[src/rtl/unidad_siguiente_pc_pkg.sv]
// Shared types for the next-PC unit: FSM states, branch mode encoding, alignment mask.
package pkg_siguiente_pc;

  typedef enum logic [1:0] {
    ST_BOOT = 2'd0,
    ST_RUN  = 2'd1,
    ST_HOLD = 2'd2,
    ST_TRAP = 2'd3
  } state_e;

  typedef enum logic {
    MODE_PC_REL  = 1'b0,
    MODE_REG_REL = 1'b1
  } mode_e;

  // Low target bits that must be zero for a 32-bit instruction fetch
  localparam logic [1:0] ALIGN_MASK = 2'b11;

endpackage

[src/rtl/unidad_siguiente_pc_sumador.sv]
// Branch/jump target adder: PC-relative with scaled offset, or JALR (rs1+off with bit0 cleared).
// Purely combinational; wraps modulo 2^XLEN.
module sumador_branch_param
  import pkg_siguiente_pc::*;
#(
  parameter int XLEN         = 32,
  parameter int OFFSET_SHIFT = 1
) (
  input  logic            mode,
  input  logic [XLEN-1:0] base,
  input  logic [XLEN-1:0] rs1,
  input  logic [XLEN-1:0] offset,
  output logic [XLEN-1:0] target
);

  localparam logic [XLEN-1:0] CLR_BIT0 = {{(XLEN-1){1'b1}}, 1'b0};

  logic [XLEN-1:0] sum_rel;
  logic [XLEN-1:0] sum_reg;

  always_comb begin
    sum_rel = base + (offset << OFFSET_SHIFT);
    sum_reg = (rs1 + offset) & CLR_BIT0;
    target  = (mode_e'(mode) == MODE_REG_REL) ? sum_reg : sum_rel;
  end

endmodule

[src/rtl/unidad_siguiente_pc.sv]
// Fetch-stage next-PC unit: holds PC, applies branches one cycle after resolution.
// A redirect seen while stalled is parked (youngest wins) and applied on release; misaligned targets trap.
module unidad_siguiente_pc
  import pkg_siguiente_pc::*;
#(
  parameter int              XLEN         = 32,
  parameter int              OFFSET_SHIFT = 1,
  parameter int              INC          = 4,
  parameter logic [XLEN-1:0] RESET_PC     = '0,
  parameter int              ALIGN_CHECK  = 1
) (
  input  logic            clk,
  input  logic            rst,
  input  logic            stall,
  input  logic            branch_valid,
  input  logic            branch_taken,
  input  logic            branch_mode,
  input  logic [XLEN-1:0] branch_base,
  input  logic [XLEN-1:0] branch_rs1,
  input  logic [XLEN-1:0] branch_offset,
  input  logic            trap_ack,
  input  logic [XLEN-1:0] trap_vector,
  output logic [XLEN-1:0] pc_out,
  output logic            pc_valid,
  output logic [XLEN-1:0] pc_plus_inc,
  output logic            misalign,
  output logic [XLEN-1:0] bad_addr
);

  state_e          state_q, state_d;
  logic [XLEN-1:0] pc_q, pc_d;
  logic            pc_valid_q, pc_valid_d;
  logic            misalign_q, misalign_d;
  logic [XLEN-1:0] bad_addr_q, bad_addr_d;
  logic            pend_q, pend_d;
  logic [XLEN-1:0] pend_tgt_q, pend_tgt_d;

  logic [XLEN-1:0] target;
  logic [XLEN-1:0] apply_tgt;
  logic            apply_vld;
  logic            taken;

  function automatic logic misaligned(input logic [XLEN-1:0] t);
    return (ALIGN_CHECK != 0) && ((t[1:0] & ALIGN_MASK) != 2'b00);
  endfunction

  sumador_branch_param #(
    .XLEN         (XLEN),
    .OFFSET_SHIFT (OFFSET_SHIFT)
  ) u_sumador (
    .mode   (branch_mode),
    .base   (branch_base),
    .rs1    (branch_rs1),
    .offset (branch_offset),
    .target (target)
  );

  assign taken = branch_valid & branch_taken;

  always_comb begin
    state_d    = state_q;
    pc_d       = pc_q;
    pc_valid_d = pc_valid_q;
    misalign_d = misalign_q;
    bad_addr_d = bad_addr_q;
    pend_d     = pend_q;
    pend_tgt_d = pend_tgt_q;
    apply_vld  = 1'b0;
    apply_tgt  = target;

    case (state_q)
      ST_BOOT: begin
        state_d    = ST_RUN;
        pc_valid_d = 1'b1;
      end
      ST_RUN: begin
        if (stall) begin
          state_d = ST_HOLD;
          if (taken) begin
            pend_d     = 1'b1;
            pend_tgt_d = target;
          end
        end else if (taken) begin
          apply_vld = 1'b1;
        end else begin
          pc_d = pc_q + XLEN'(INC);
        end
      end
      ST_HOLD: begin
        if (stall) begin
          if (taken) begin
            pend_d     = 1'b1;
            pend_tgt_d = target;
          end
        end else begin
          state_d = ST_RUN;
          pend_d  = 1'b0;
          // A branch resolving on the release cycle is younger than the parked one
          if (taken) begin
            apply_vld = 1'b1;
          end else if (pend_q) begin
            apply_vld = 1'b1;
            apply_tgt = pend_tgt_q;
          end else begin
            pc_d = pc_q + XLEN'(INC);
          end
        end
      end
      ST_TRAP: begin
        if (trap_ack) begin
          state_d    = ST_RUN;
          pc_d       = trap_vector;
          pc_valid_d = 1'b1;
          misalign_d = 1'b0;
        end
      end
      default: state_d = ST_BOOT;
    endcase

    if (apply_vld) begin
      if (misaligned(apply_tgt)) begin
        state_d    = ST_TRAP;
        pc_valid_d = 1'b0;
        misalign_d = 1'b1;
        bad_addr_d = apply_tgt;
        pend_d     = 1'b0;
      end else begin
        pc_d = apply_tgt;
      end
    end
  end

  always_ff @(posedge clk) begin
    if (rst) begin
      state_q    <= ST_BOOT;
      pc_q       <= RESET_PC;
      pc_valid_q <= 1'b0;
      misalign_q <= 1'b0;
      bad_addr_q <= '0;
      pend_q     <= 1'b0;
      pend_tgt_q <= '0;
    end else begin
      state_q    <= state_d;
      pc_q       <= pc_d;
      pc_valid_q <= pc_valid_d;
      misalign_q <= misalign_d;
      bad_addr_q <= bad_addr_d;
      pend_q     <= pend_d;
      pend_tgt_q <= pend_tgt_d;
    end
  end

  assign pc_out      = pc_q;
  assign pc_valid    = pc_valid_q;
  assign pc_plus_inc = pc_q + XLEN'(INC);
  assign misalign    = misalign_q;
  assign bad_addr    = bad_addr_q;

endmodule
[config.mk]
export PLATFORM = sky130hd
export DESIGN_NAME = unidad_siguiente_pc
export DESIGN_NICKNAME = d
export VERILOG_FILES = /design/src/rtl/unidad_siguiente_pc_pkg.sv /design/src/rtl/unidad_siguiente_pc_sumador.sv /design/src/rtl/unidad_siguiente_pc.sv
export SDC_FILE = /design/constraint.sdc
export NUM_CORES = 1
export LEC_CHECK = 0
export BUFFER_PORTS_ARGS = -buffer_cell sky130_fd_sc_hd__clkbuf_2
export CAP_MARGIN = 20
export CORE_MARGIN = 5
export CORE_UTILIZATION = 50
export CTS_CLUSTER_SIZE = 20
export DETAILED_ROUTE_END_ITERATION = 8
export PLACE_DENSITY = 0.79
export SETUP_SLACK_MARGIN = 0.3
export SLEW_MARGIN = 20
export SYNTH_ARGS = -nofsm -noshare
export SYNTH_HDL_FRONTEND = slang
export SYNTH_SLANG_ARGS = --single-unit
[constraint.sdc]
create_clock -name clk -period 2.8 [get_ports clk]
set_input_delay 0 -clock clk [delete_from_list [all_inputs] [get_ports clk]]
set_output_delay 0 -clock clk [all_outputs]
set_load 0.1 [all_outputs]
======== After elaboration in Yosys (flattened, before gate mapping) ========
Index checks and enable logic that the tools add are counted.
storage, ports and cells
  register bits ........................... 101
  input bits .............................. 135
  output and inout port bits .............. 98
operators by class
  $add $sub $neg .......................... 3
  equal/unequal tests ..................... 3
  muxes and demuxes ....................... 40
  bitwise operators ....................... 1
  reduce and logical (&&, ||, !) cells .... 5
operators with widths
  cell                     count
  $mux W32                 13
  $pmux W32 S3             1
  $add A32 B32 Y32         2
  $add A32 B3 Y32 const B  1
  $mux W1                  17
  $mux W2                  5
  $pmux W2 S4              1
  $pmux W1 S2              3
  $eq A2 B2 Y1 const B     2
  $reduce_and A3 Y1        1
  $eq A2 B1 Y1 const B     1
  $logic_not A2 Y1         1
  $reduce_and A2 Y1        1
  $reduce_bool A2 Y1       1
  $reduce_or A2 Y1         1
  $and A1 B1 Y1            1

======== Depth between registers and ports, before layout ========
Gate-level depths: netlist of the first run.
  depth in word-level cells ............... 9
  gate-level depth with buffers ........... 12
  depth with buffers taken out ............ 12

======== Modules after synthesis ========
From an unflattened synthesis of the first run, not the netlist that was laid out.
second synthesis, totals
  cells, all modules ...................... 1227
  area, all modules ....................... 9449.1 µm²
modules (own cells, without submodules)
  module                times used  cells each  area each (µm²)  sequential area each (µm²)
  unidad_siguiente_pc   1           731         5923.2           2021.9
  sumador_branch_param  1           496         3525.9           0.0

======== Worst setup path after synthesis of the first run ========
OpenSTA, ideal clock, no wires.
  kind .................................... reg2reg
  start point ............................. register pc_q[2] (netlist: pc_out[2])
  end point ............................... register pc_q[14] (netlist: pc_out[14])
  library setup time ...................... 0.086 ns
  arrival ................................. 4.309 ns
  required time ........................... 2.714 ns
  setup slack ............................. -1.595 ns
  cell stages (with the launch flop) ...... 10
  clock period less this slack ............ 4.395 ns
  cell sequence ........................... dfxtp_1 ha_1 nand2_1 or3_1 nor2_1 nand3_1 xnor2_1 a22o_1 a221oi_1 a211oi_1
on the way
  longest elaborated chain between the ends .. 7
  elaborated cells on any way between the ends .. 9
  those cells by class .................... add/sub: 1; mux: 8
RTL lines
  element                    RTL line                    source
  start, declared            unidad_siguiente_pc.sv:31   logic [XLEN-1:0] pc_q, pc_d;
  start signal, assigned     unidad_siguiente_pc.sv:144  pc_q <= pc_d;
  $add A32 B3 Y32 (*)        -
  named net pc_plus_inc[14]  unidad_siguiente_pc.sv:25   output logic [XLEN-1:0] pc_plus_inc,
  $mux W32                   unidad_siguiente_pc.sv:101  end else if (pend_q) begin
  $mux W32                   unidad_siguiente_pc.sv:99   if (taken) begin
  $mux W32                   unidad_siguiente_pc.sv:90   if (stall) begin
  $pmux W32 S3 (*)           unidad_siguiente_pc.sv:71   case (state_q)
  $mux W32                   unidad_siguiente_pc.sv:121  if (misaligned(apply_tgt)) begin
  $mux W32 (*)               unidad_siguiente_pc.sv:120  if (apply_vld) begin
Mark *: on every way through the listed nets, which the timed path passes. The rest lies on a longest branch.
A chain may end at the register's enable or synchronous reset.

======== Final worst setup path of the first run ========
  start point ............................. register pc_q[2] (netlist: pc_out[2])
  end point ............................... output port pc_plus_inc[30]
on the way
  longest elaborated chain between the ends .. 1
RTL lines
  element          RTL line                    source
  $add A32 B3 Y32  unidad_siguiente_pc.sv:155  assign pc_plus_inc = pc_q + XLEN'(INC);
  end, declared    unidad_siguiente_pc.sv:25
No other way between the ends.

==> results_dict.tcl, run 1 <==
set metrics [dict create \
    leakagePower_nw 5.80 \
    seqPwrFrac 0.299 \
    grt_overflow 0 \
    core-area_um2 19300 \
    ir_worst_vdd_mv 0.285 \
    combinationalPowerShare 0.448 \
    cpMaxStageDelayCell "or4_4" \
    synth_edf_count 0 \
    hpwlAfterDp_mm 29.8 \
    critical_path_class "reg -> out" \
    synth_area_leader_cell "dfxtp_1" \
    rows 51 \
    synthDominantCellAreaShare 0.207 \
    path_cells "ha_2, nand2_2, or4_4, nor4_4, buf_4, nand2b_4, nor2_4, xor2_4, buf_12" \
    grt_pass1_vias 11200 \
    clkTransAtPathRegs_ps 80 \
    finalCriticalPeriod_ps 2600 \
    grt_busiest_layer "met2" \
    max_freq_mhz 385 \
    post-place-cells 1906 \
    syn-cell-area_um2 9790 \
    status "complete, no violations" \
    post-synth-top-count-cell "nand2_1" \
    h-tree-depth 3 \
    setup_viol_count_final 0 \
    cap_viol_max_count 0 \
    cts.path.max_buffers 2 \
    arrival_ps 2600 \
    syn_area_per_cell_um2 7.09 \
    p_int_mw 2.97 \
    ioPinCount 233 \
    wirelength_mm 38.1 \
    drive_above_1_share 0.316 \
    drtAntennaViolNets 0 \
    vias 12000 \
    port_buffers 232 \
    path_buf_inv 2 \
    required_ps 2800 \
    switching_share 0.416 \
    firstDrtPassIters 6 \
    cp_slowest_stage_delay_ps 480 \
    critPathLaunchType "flip-flop" \
    area_growth_pct 35.9 \
    maxSlewViolCount 0 \
    cts_sinks 101 \
    wire_per_inst_um 19.6 \
    cts_tree "built" \
    synth.yosys.warnings 0 \
    gp_congestion 0.964 \
    tightest_slew_ps 767 \
    critPathMaxFanout 5 \
    max-slew-margin-rel 0.483 \
    synth_common_cells "180 x nand2_1, 146 x a21oi_1, 123 x nor2_1" \
    hold_depth 4 \
    grt_usage 0.321 \
    skew_ps 12.8 \
    synth_cell_types 76 \
    drc 0 \
    synthTopCellsByArea "dfxtp_1 21%, ha_1 8.3%, a21oi_1 7.5%" \
    insertion_delay_ps 360 \
    syn_inst 1380 \
    r2r_setup_slack_ps 220 \
    dieWidth_um 150 \
    hold_viol 0 \
    grt_pass1_wl_mm 58.3 \
    ys_seq_elements 101 \
    ys_seq_area_frac 0.207 \
    cts_buffers 9 \
    ys.flop_type "dfxtp_1" \
    hp-class "in -> reg" \
    cellPowerDensity_nw_per_um2 382 \
    reg2reg_depth 10 \
    routed_via_density 6.18 \
    die_h_um 150 \
    fin_cells 1942 \
    synthArstFlopShare 0 \
    hold_ws_ps 72.7 \
    drt_iter0_drc 1313 \
    met1_usage 0.426 \
    grt_max_degree 67 \
    die_area_um2 22500 \
    filler_cell_count 1654 \
    rsz0062_at_grt "yes" \
    cts_root_buffer "clkbuf_16" \
    power_switching_mw 2.11 \
    p_clk_frac 0.253 \
    critPathTopFamily "simple AND/OR/NAND/NOR gates" \
    use_met2 0.503 \
    met3_usage 0.0457 \
    initial_core_util 0.506 \
    finalCritPeriodShare 0.928 \
    crit_cells 9 \
    cp-end-kind "output pin" \
    antenna_found_initial 0 \
    nNetsFinal 1873 \
    post-route-util 0.688 \
    synth_nets 1582 \
]
cell type report:
type	instances	area (um^2)	share of cell area
clock buffer	9	225	0.0169
sequential	101	2090	0.158
multi-input combinational	1152	7990	0.601
clock inverter	7	88.8	0.00668
tap	265	332	0.0249
inverter	30	113	0.00847
timing repair buffer	377	2450	0.184
antenna	1	2.50	0.000188
flip-flops by register name (all words and copies together) (netlist names):
name        count
bad_addr       32
pc_valid        1
pend_q          1
pc_out         32
misalign        1
state_q         2
pend_tgt_q     32
metal layers:
metal	part of all wire	wire length, um
met5	0	0
met4	0.059	2230
met3	0.096	3670
met2	0.44	16800
met1	0.40	15300
cell usage in the layout (no fill, tap or decap), types with 8 or more instances in the layout:
cell type and instances:
clkbuf_2 215, nand2_1 173, a21oi_1 139, buf_4 134, nor2_1 117, o21ai_0 105
dfxtp_1 77, ha_1 61, xnor2_1 48, nand3_1 45, inv_1 27, nor3_1 27
a211oi_1 24, a21o_1 23, xor2_1 21, o21a_1 17, mux2i_1 17, dfxtp_4 17
nand4_1 16, a31oi_1 14, nand2b_1 13, and3_1 12, o211ai_1 12, o22ai_1 12
mux2_2 12, o21ai_1 11, and2_1 10, o31ai_1 10, clkbuf_16 10, xnor2_4 9
xor2_4 8, xnor2_2 8, nor2b_1 8, o221ai_1 8, a211o_1 8
power groups by stage:
| stage | clock network (mW) | logic (mW) | registers, mW |
|---|---|---|---|
| after floorplan | 0 | 1.26 | 1.68 |
| after global placement | 0 | 2.09 | 1.55 |
| after detailed placement | 0 | 2.11 | 1.55 |
| after CTS | 1.30 | 2.15 | 1.52 |
| after global routing | 1.35 | 2.42 | 1.52 |
| final | 1.29 | 2.27 | 1.52 |
metrics by stage:
| stage | cell area (um^2) | setup TNS [ps] | setup slack [ps] | power, mW |
|---|---|---|---|---|
| 2_1_floorplan | 10300 | -505 | -131 | 2.94 |
| 3_3_place_gp | 12400 | -211 | -58.9 | 3.64 |
| 3_5_place_dp | 12400 | -1910 | -232 | 3.66 |
| 4_1_cts | 12900 | 0 | 231 | 4.97 |
| 5_1_grt | 13300 | 0 | 132 | 5.30 |
| 6_report | 13300 | 0 | 203 | 5.08 |
final timing paths:
| path | startpoint | to |
|---|---|---|
| worst min-delay path | trap_vector[3] | pc_out[3]$_SDFF_PP0_ |
| worst min register to register | bad_addr[3]$_SDFFE_PP0P_ | bad_addr[3]$_SDFFE_PP0P_ |
| worst max register to register | pc_out[2]$_SDFF_PP0_ | pc_out[26]$_SDFF_PP0_ |
| worst max-delay path | pc_out[2]$_SDFF_PP0_ | pc_plus_inc[30] |
cell families (layout without fill, tap and decap cells):
kind of cell               count (synthesis)  after routing  synth area share
AOI/OAI and AO/OA                        478            478             0.310
xor gates and xnor gates                  96             96            0.0859
adders and majority gates                 67             67            0.0872
buffers and inverters                    127            423            0.0504
DFF                                      101            101             0.207
muxes                                     29             29            0.0312
other                                      0              1                 0
and+or+nand+nor                          482            482             0.229
worst min-delay path, cell delays in order:
cell	delay (ps)
clkbuf_2	90
a22o_1	120
a221oi_1	70
nor3_1	120
what timing repair did:
action | CTS | global route
setup buffers | 4 | 10
hold buffers | 5 | 0
endpoints found under the hold margin | 5 | 0
setup endpoints to repair | 32 | 55
pin swaps | 7 | 18
gates resized for setup | 29 | 70
Power figures use the tool's default switching activity.
==> inputs of run 2 (changes only) <==
--- a/config.mk
+++ b/config.mk
@@ -11,7 +11,7 @@
 export CORE_UTILIZATION = 50
 export CTS_CLUSTER_SIZE = 20
 export DETAILED_ROUTE_END_ITERATION = 8
-export PLACE_DENSITY = 0.79
+export PLACE_DENSITY_LB_ADDON = 0.05
 export SETUP_SLACK_MARGIN = 0.3
 export SLEW_MARGIN = 20
 export SYNTH_ARGS = -nofsm -noshare
==> results_dict.tcl, run 2 (same netlist as run 1, synthesis figures left out) <==
set metrics [dict create \
    rows 51 \
    dieWidth_um 150 \
    cts_sinks 101 \
    clkTransAtPathRegs_ps 80 \
    drive_above_1_share 0.329 \
    firstDrtPassIters 6 \
    post-place-cells 1937 \
    nNetsFinal 1906 \
    finalCriticalPeriod_ps 2620 \
    drtAntennaViolNets 0 \
    drt_iter0_drc 898 \
    antenna_found_initial 0 \
    critPathMaxFanout 3 \
    grt_pass1_vias 11000 \
    wire_per_inst_um 19.7 \
    cap_viol_max_count 0 \
    filler_cell_count 1697 \
    hpwlAfterDp_mm 30.4 \
    cts.path.max_buffers 2 \
    fin_cells 1974 \
    cp-end-kind "flip-flop" \
    use_met2 0.565 \
    arrival_ps 2830 \
    ir_worst_vdd_mv 0.336 \
    max_freq_mhz 382 \
    antenna_cells 0 \
    met1_usage 0.428 \
    met3_usage 0.0388 \
    ioPinCount 233 \
    finalCritPeriodShare 0.935 \
    grt_overflow 0 \
    finalWorstSetupSlack_ps 183 \
    grt_usage 0.332 \
    routed_via_density 6.05 \
    leakagePower_nw 5.98 \
    grt_pass1_wl_mm 59.4 \
    port_buffers 232 \
    insertion_delay_ps 360 \
    wirelength_mm 38.9 \
    hold_viol 0 \
    cellPowerDensity_nw_per_um2 380 \
    cts_root_buffer "clkbuf_16" \
    rsz0062_at_grt "yes" \
    core-area_um2 19300 \
    grt_max_degree 67 \
    r2r_end "pc_out[29]$_SDFF_PP0_" \
    drc 0 \
    worstHoldStart "trap_vector[5]" \
    worstHoldEndpoint "pc_out[5]$_SDFF_PP0_" \
    gp_congestion 0.985 \
    cts_buffers 9 \
    vias 11900 \
    final_cell_mix "215 x clkbuf_2, 174 x nand2_1, 169 x buf_4" \
    tns_ps 0 \
    r2r_setup_slack_ps 180 \
    power_mw 5.17 \
    grt_busiest_layer "met2" \
    tightest_slew_ps 777 \
    max-slew-margin-rel 0.476 \
    maxSlewViolCount 0 \
    r2r_start "pc_out[2]$_SDFF_PP0_" \
    skew_ps 8.82 \
    h-tree-depth 3 \
    reg2reg_depth 11 \
    die_area_um2 22500 \
    cts_tree "built" \
    setup_viol_count_final 0 \
    critPathLaunchType "flip-flop" \
    hp-class "in -> reg" \
    die_h_um 150 \
    critical_path_class "reg -> reg" \
    status "complete, no violations" \
    initial_core_util 0.506 \
    hold_depth 5 \
    required_ps 3010 \
    final_common_cell "clkbuf_2" \
    area_growth_pct 38.9 \
    post-place-ws_ps -131 \
    place_area_um2 12700 \
    fin_area_um2 13600 \
]
run 2: cell types whose count changed in the layout (fill, tap and decap cells not counted), moves of 3 or more:
cell     change
a21oi_1      +3
a21oi_2      -3
buf_12       +4
buf_4       +35
o21ai_2      -3
o31ai_1      -3
o31ai_2      +3
run 2: layout make-up:
class	instances	area [um^2]	area share
Clock buffer	9	225	0.0166
Timing Repair Buffer	410	2710	0.199
Sequential cell	101	2100	0.154
Tap cell	265	332	0.0244
Multi-Input combinational cell	1152	8030	0.591
Clock inverter	7	83.8	0.00617
Inverter	30	113	0.00828
run 2: repair_timing:
item	in CTS	in global routing
pin swaps	20	30
endpoints found under the hold margin	5	0
endpoints found under the setup margin	36	68
hold buffers	5	0
buffers inserted	9	7
resized for setup	46	59
run 2: how the worst max path moves through the flow:
| stage | from | endpoint | slack, ps | cells past startpoint |
|---|---|---|---|---|
| after detailed placement | branch_offset[0] | bad_addr[31]$_SDFFE_PP0P_ | -130 | 14 |
| after global routing | pc_out[2]$_SDFF_PP0_ | pc_out[29]$_SDFF_PP0_ | 130 | 11 |
| after CTS | pc_out[3]$_SDFF_PP0_ | pc_plus_inc[30] | 190 | 10 |
| after floorplan | pc_out[10]$_SDFF_PP0_ | pc_out[17]$_SDFF_PP0_ | -130 | 8 |
| final | pc_out[2]$_SDFF_PP0_ | pc_out[29]$_SDFF_PP0_ | 180 | 11 |
| after global placement | branch_offset[0] | bad_addr[31]$_SDFFE_PP0P_ | -60 | 14 |
run 2: power breakdown:
group | total (mW) | leakage, nW | switching (mW) | internal, mW
sequential | 1.52 | 0.834 | 0.0566 | 1.47
combinational | 2.35 | 4.99 | 1.45 | 0.904
clock | 1.30 | 0.151 | 0.654 | 0.643
run 2: through the flow:
stage | hold slack (ps) | util
6_report | 68.5 | 0.703
5_1_grt | 156 | 0.703
4_1_cts | 57.1 | 0.688
3_5_place_dp | 257 | 0.655
3_3_place_gp | 256 | 0.655
2_1_floorplan | 161 | -
run 2: routing by layer:
layer / part of all wire / vias to the layer above
met5: 0 / -
met4: 0.041 / 0
met2: 0.48 / 630
met3: 0.082 / 88
li1: - / 5688
met1: 0.40 / 5531
run 2: critical path: stages (launching register included):
cell and delay (ps):
dfxtp_4 380, buf_6 110, nand3_4 70, or4_4 540, or3_4 400, nand3_2 100, o21ai_2 70, a211oi_2 250
nand2_1 110, a211oi_2 220, buf_4 180, a211oi_2 40
